<file path="config.mk">
export PLATFORM = sky130hd
export DESIGN_NAME = uart_rx_byte
export DESIGN_NICKNAME = d
export VERILOG_FILES = /design/src/rtl/uart_pkg.sv /design/src/rtl/uart_rx_byte_sync2.sv /design/src/rtl/uart_rx_byte.sv
export SDC_FILE = /design/constraint.sdc
export NUM_CORES = 1
export LEC_CHECK = 0
export ABC_CLOCK_PERIOD_IN_PS = 5600
export BUFFER_PORTS_ARGS = -buffer_cell sky130_fd_sc_hd__buf_4
export CORE_MARGIN = 3
export CORE_UTILIZATION = 45
export DETAILED_ROUTE_END_ITERATION = 10
export GPL_ROUTABILITY_DRIVEN = 0
export SLEW_MARGIN = 20
export SYNTH_ARGS = -nofsm -noshare
export SYNTH_HDL_FRONTEND = slang
export SYNTH_SLANG_ARGS = --single-unit
</file>
<file path="constraint.sdc">
create_clock -name clk -period 5.6 [get_ports clk]
set_input_delay 1.12 -clock clk [delete_from_list [all_inputs] [get_ports clk]]
set_output_delay 1.12 -clock clk [all_outputs]
set_load 0.01 [all_outputs]
</file>
<file path="src/rtl/uart_pkg.sv">
// Shared types and constants for the UART receive path.
package uart_pkg;

  typedef enum logic [1:0] {
    IDLE  = 2'd0,
    START = 2'd1,
    DATA  = 2'd2,
    STOP  = 2'd3
  } state_t;

  localparam int DATA_BITS = 8;

  // Width of a cycle counter that must reach cpb-1.
  function automatic int cnt_width(input int cpb);
    return (cpb > 2) ? $clog2(cpb) : 1;
  endfunction

endpackage

</file>
<file path="src/rtl/uart_rx_byte_sync2.sv">
// Two-flop synchronizer for asynchronous single-bit inputs, reset to RST_VAL.
module sync2 #(
  parameter logic RST_VAL = 1'b1
) (
  input  logic clk,
  input  logic rst,
  input  logic i_d,
  output logic o_q
);

  logic r_meta;
  logic r_q;

  always_ff @(posedge clk or posedge rst) begin
    if (rst) begin
      r_meta <= RST_VAL;
      r_q    <= RST_VAL;
    end else begin
      r_meta <= i_d;
      r_q    <= r_meta;
    end
  end

  assign o_q = r_q;

endmodule

</file>
<file path="src/rtl/uart_rx_byte.sv">
// 8N1 UART receiver: mid-bit sampling, start-glitch rejection, framing-error pulse.
//   state | meaning
//   IDLE  | waiting for a falling edge on the synchronized line
//   START | timing to the start-bit centre to confirm it is still low
//   DATA  | sampling 8 data bits at bit centres, LSB first
//   STOP  | sampling the stop bit; publish byte or flag framing error
module uart_rx_byte
  import uart_pkg::*;
#(
  parameter int CLKS_PER_BIT = 868
) (
  input  logic       clk,
  input  logic       rst,
  input  logic       rx_in,
  output logic [7:0] data_out,
  output logic       data_valid,
  output logic       frame_err,
  output logic       busy
);

  localparam int HALF_BIT = (CLKS_PER_BIT - 1) / 2;
  localparam int CW       = cnt_width(CLKS_PER_BIT);

  localparam logic [CW-1:0] HALF_CNT = CW'(HALF_BIT);
  localparam logic [CW-1:0] LAST_CNT = CW'(CLKS_PER_BIT - 1);
  localparam logic [2:0]    LAST_IDX = 3'(DATA_BITS - 1);

  logic                 w_rx_s;
  logic                 r_rx_prev;
  state_t               r_state;
  state_t               w_next_state;
  logic [CW-1:0]        r_cnt;
  logic [2:0]           r_bit_idx;
  logic [DATA_BITS-1:0] r_shift;
  logic [DATA_BITS-1:0] r_data_out;
  logic                 r_data_valid;
  logic                 r_frame_err;

  logic w_start_edge;
  logic w_half_tick;
  logic w_bit_tick;
  logic w_last_bit;
  logic w_busy;
  logic w_shift_en;
  logic w_accept;
  logic w_reject;
  logic w_cnt_clr;

  sync2 #(.RST_VAL(1'b1)) u_sync_rx (
    .clk (clk),
    .rst (rst),
    .i_d (rx_in),
    .o_q (w_rx_s)
  );

  assign w_start_edge = r_rx_prev & ~w_rx_s;
  assign w_half_tick  = (r_cnt == HALF_CNT);
  assign w_bit_tick   = (r_cnt == LAST_CNT);
  assign w_last_bit   = (r_bit_idx == LAST_IDX);

  always_ff @(posedge clk or posedge rst) begin
    if (rst) r_state <= IDLE;
    else     r_state <= w_next_state;
  end

  // A held-low line leaves rx_prev low, so a break cannot retrigger START.
  always_comb begin
    w_next_state = r_state;
    case (r_state)
      IDLE:  if (w_start_edge) w_next_state = START;
      START: if (w_half_tick)  w_next_state = w_rx_s ? IDLE : DATA;
      DATA:  if (w_bit_tick && w_last_bit) w_next_state = STOP;
      STOP:  if (w_bit_tick)   w_next_state = IDLE;
      default: w_next_state = IDLE;
    endcase
  end

  always_comb begin
    w_busy     = (r_state != IDLE);
    w_shift_en = (r_state == DATA) && w_bit_tick;
    w_accept   = (r_state == STOP) && w_bit_tick && w_rx_s;
    w_reject   = (r_state == STOP) && w_bit_tick && !w_rx_s;
    // Wrap at each bit boundary too, since CLKS_PER_BIT need not be a power of two.
    w_cnt_clr  = (w_next_state != r_state) || (r_state == IDLE) || w_shift_en;
  end

  always_ff @(posedge clk or posedge rst) begin
    if (rst) begin
      r_rx_prev <= 1'b1;
      r_cnt     <= '0;
    end else begin
      r_rx_prev <= w_rx_s;
      if (w_cnt_clr) r_cnt <= '0;
      else           r_cnt <= r_cnt + 1'b1;
    end
  end

  always_ff @(posedge clk or posedge rst) begin
    if (rst) begin
      r_bit_idx <= '0;
      r_shift   <= '0;
    end else begin
      if (r_state == START) begin
        r_bit_idx <= '0;
      end else if (w_shift_en) begin
        r_bit_idx <= r_bit_idx + 1'b1;
        r_shift   <= {w_rx_s, r_shift[DATA_BITS-1:1]};
      end
    end
  end

  always_ff @(posedge clk or posedge rst) begin
    if (rst) begin
      r_data_out   <= '0;
      r_data_valid <= 1'b0;
      r_frame_err  <= 1'b0;
    end else begin
      r_data_valid <= w_accept;
      r_frame_err  <= w_reject;
      if (w_accept) r_data_out <= r_shift;
    end
  end

  assign data_out   = r_data_out;
  assign data_valid = r_data_valid;
  assign frame_err  = r_frame_err;
  assign busy       = w_busy;

endmodule

</file>
==> results by group <==
Outcome
  – Status: finished, final reports clean

STA
  – Fin crit share: 0.461
  – Worst slew pin tran: around 0.60 ns
  – RSZ-0062 raised after global routing: false
  – Setup Skew: 0.00937 ns
  – # setup viols final: 0
  – Max Freq: 388 MHz
  – Final Slew Violations: 0
  – Fin. Hold Viols: 0
  – Final period demand of the worst path: 2.58 ns
  – Worst slew margin: 0.596
  – Fin Setup TNS: 0 ns
  – Setup ws final: 3.02 ns
  – Worst Hold Margin: 0.365 ns

Yosys
  – Top cells by area, synth: dfrtp_1, mux2_2, mux2_1
  – Area leader, netlist: dfrtp_1
  – Mean Syn Cell Area: 12.0 um^2
  – YS warnings: 0
  – Top-area cell type share of the netlist area: 0.519
  – Mapped Cells: 133
  – Seq cells post-synth: 36
  – Synth Cell Area: 0.00159 mm^2
  – Syn Nets: 140
  – Sequential fraction of the synthesis area: 0.568
  – Distinct cells, synth: 33

Placed design
  – I/O Buffers: 13
  – Worst slack at placement: 3.05 ns
  – Post-DP HPWL: about 1900 um

Clock tree
  – Cts-stage hold buffer count: 0
  – Cts bufs inserted: 5
  – H-tree lvl count: 2
  – Root buf cell: clkbuf_4
  – CTS resizes: 0
  – CTS Sinks: 36
  – CTS tree: built
  – Clock transition at path regs: ~0.11 ns
  – Post-CTS Setup Bufs: 0
  – Skew-Pair Late Insertion Delay: 0.34 ns
  – CTS Buffer Depth: 2

Layout
  – Final #Nets: 155
  – Ant. Diodes: 0
  – Synth-to-layout area growth: 12.0%
  – Share of cells above drive strength 1: 0.248

Die
  – Chip height: between 60 and 70 um
  – Die width: 65.5 um
  – Core Rows: 20
  – Initial Utilization: 0.497
  – Core ar.: around 0.0032 mm^2
  – I/O Pins: 14
  – DIE AREA: about 0.0043 mm^2

Route
  – Final wirelength: 2650 um
  – Drt pass-1 iters: 4
  – Iteration-0 DRC count of the detailed router: 51
  – Routed Antenna Nets: 0
  – Vias per cell: 5.21
  – Drt drc: 0
  – Vias: 1006
  – DR WL/cell: 13.7 um

Power and ir drop
  – Power consumption: 526 uW
  – Peak VDD IR: 0.192 mV
  – Pwr dens: a little under 300 mW/mm^2
  – Leakage: 0.866 nW

Critical path
  – Crit Path Max Fanout: 12
  – Req. time, crit path: 5.83 ns
  – Worst Path Class, Setup: reg -> reg
  – Worst setup EP type: flop
  – Critical Path AT: about 2.8 ns
  – CP Launch Type: flop

Min path
  – Hold WC Path Type: reg -> reg

Global routing
  – Global-route usage over all layers: 0.146
  – Initial antenna violation count: 0
  – GRT overflow: 0
  – First-pass GRT wire length: 4620 um
  – Vias in the first global route: 985
  – Pin count of the biggest net entering global routing: 37

Flow run
  – Maximum capacitance violations: 0
==> cell usage in the layout, fill, tap and decap left out, types with 2 or more instances in the layout <==
| cell | instances |
|---|---|
| dfrtp_1 | 33 |
| nor2b_1 | 2 |
| xnor2_1 | 3 |
| mux2_1 | 8 |
| inv_1 | 6 |
| dfstp_2 | 3 |
| a31oi_1 | 3 |
| nand3_1 | 2 |
| buf_4 | 14 |
| and2_1 | 2 |
| a21oi_1 | 3 |
| clkbuf_4 | 5 |
| nor2_1 | 15 |
| ha_1 | 4 |
| nand4_1 | 3 |
| and3_1 | 3 |
| o21ai_0 | 2 |
| nand2_1 | 7 |
| xor2_1 | 5 |
| mux2_2 | 9 |
| and4_1 | 2 |
| o22ai_1 | 2 |
==> state kept, by name (all words and copies together), names as in the netlist <==
name and flops:
data_out 8, r_rx_prev 1, r_bit_idx 3, data_valid 1, r_cnt 10, r_state 2
r_shift 8, frame_err 1, u_sync_rx.o_q 1, u_sync_rx.r_meta 1
==> critical path: stages (launching register included) <==
cell and delay [ns]:
dfrtp_1 0.42, ha_1 0.23, nor4bb_1 0.31, nor3b_2 0.59, and4_1 0.54, mux2_1 0.38
==> synthesized netlist by cell type <==
cell type,n
o21ai_0,2
a31o_2,1
xnor2_1,3
o31ai_1,1
clkbuf_1,3
and2_1,2
or3b_2,1
mux2_1,8
nand4bb_1,1
nor4bb_1,1
a31oi_1,3
a221o_1,1
buf_4,2
nand4_1,3
o22ai_1,2
ha_1,4
mux2_2,9
or3b_4,1
inv_1,6
and4_1,2
and3_1,3
a21oi_1,3
o211ai_1,1
dfstp_2,3
nor2b_1,2
nor3b_2,1
buf_2,1
dfrtp_1,33
nor3_1,1
nand2_1,7
xor2_1,5
nand3_1,2
nor2_1,15
==> per-stage QoR <==
step	utilization	cells	cell area, um^2
5_1_grt	0.557	193	1780
2_1_floorplan	-	133	1590
3_5_place_dp	0.537	185	1720
6_report	0.557	193	1780
4_1_cts	0.557	193	1780
3_3_place_gp	0.537	185	1720
==> cell type report <==
| class | instances | area [um^2] |
|---|---|---|
| Fill cell | 289 | 1420 |
| Clock buffer | 7 | 55.1 |
| Timing Repair Buffer | 14 | 105 |
| Multi-Input combinational cell | 85 | 633 |
| Clock inverter | 1 | 7.51 |
| Tap cell | 44 | 55.1 |
| Inverter | 6 | 22.5 |
| Sequential cell | 36 | 905 |
==> logic make-up after synthesis <==
| family | synth area share |
|---|---|
| DFF | 0.568 |
| xor gates and xnor gates | 0.0440 |
| adders and majority gates | 0.0314 |
| buffers and inverters | 0.0338 |
| and+or+nand+nor | 0.145 |
| muxes | 0.120 |
| AOI/OAI and AO/OA | 0.0566 |
==> power breakdown <==
| group | switching [mW] | internal [mW] |
|---|---|---|
| logic | 0.0320 | 0.0302 |
| clock network | 0.0852 | 0.0614 |
| registers | 0.0320 | 0.286 |
==> path summary, 6_finish.rpt <==
path                                                 start                      end  slack, ns  cells after the start
worst max register to register          r_cnt[0]$_DFF_PP0_  data_out[3]$_DFFE_PP0P_       3.02                      5
worst min-delay path            u_sync_rx.r_meta$_DFF_PP1_  u_sync_rx.o_q$_DFF_PP1_       0.37                      0
max in group asynchronous                              rst  u_sync_rx.o_q$_DFF_PP1_       4.41                      3
worst max-delay path                    r_cnt[0]$_DFF_PP0_  data_out[3]$_DFFE_PP0P_       3.02                      5
worst min register to register  u_sync_rx.r_meta$_DFF_PP1_  u_sync_rx.o_q$_DFF_PP1_       0.37                      0
min in group asynchronous                              rst  data_out[3]$_DFFE_PP0P_       0.85                      3
==> metal layers <==
layer,wire [um],vias up,track usage
met5,0,-,0
met4,63,0,0.0855
met3,110,7,0.0410
met2,1250,17,0.223
met1,1230,491,0.186
li1,-,491,-
(Power assumes the default switching activity.)
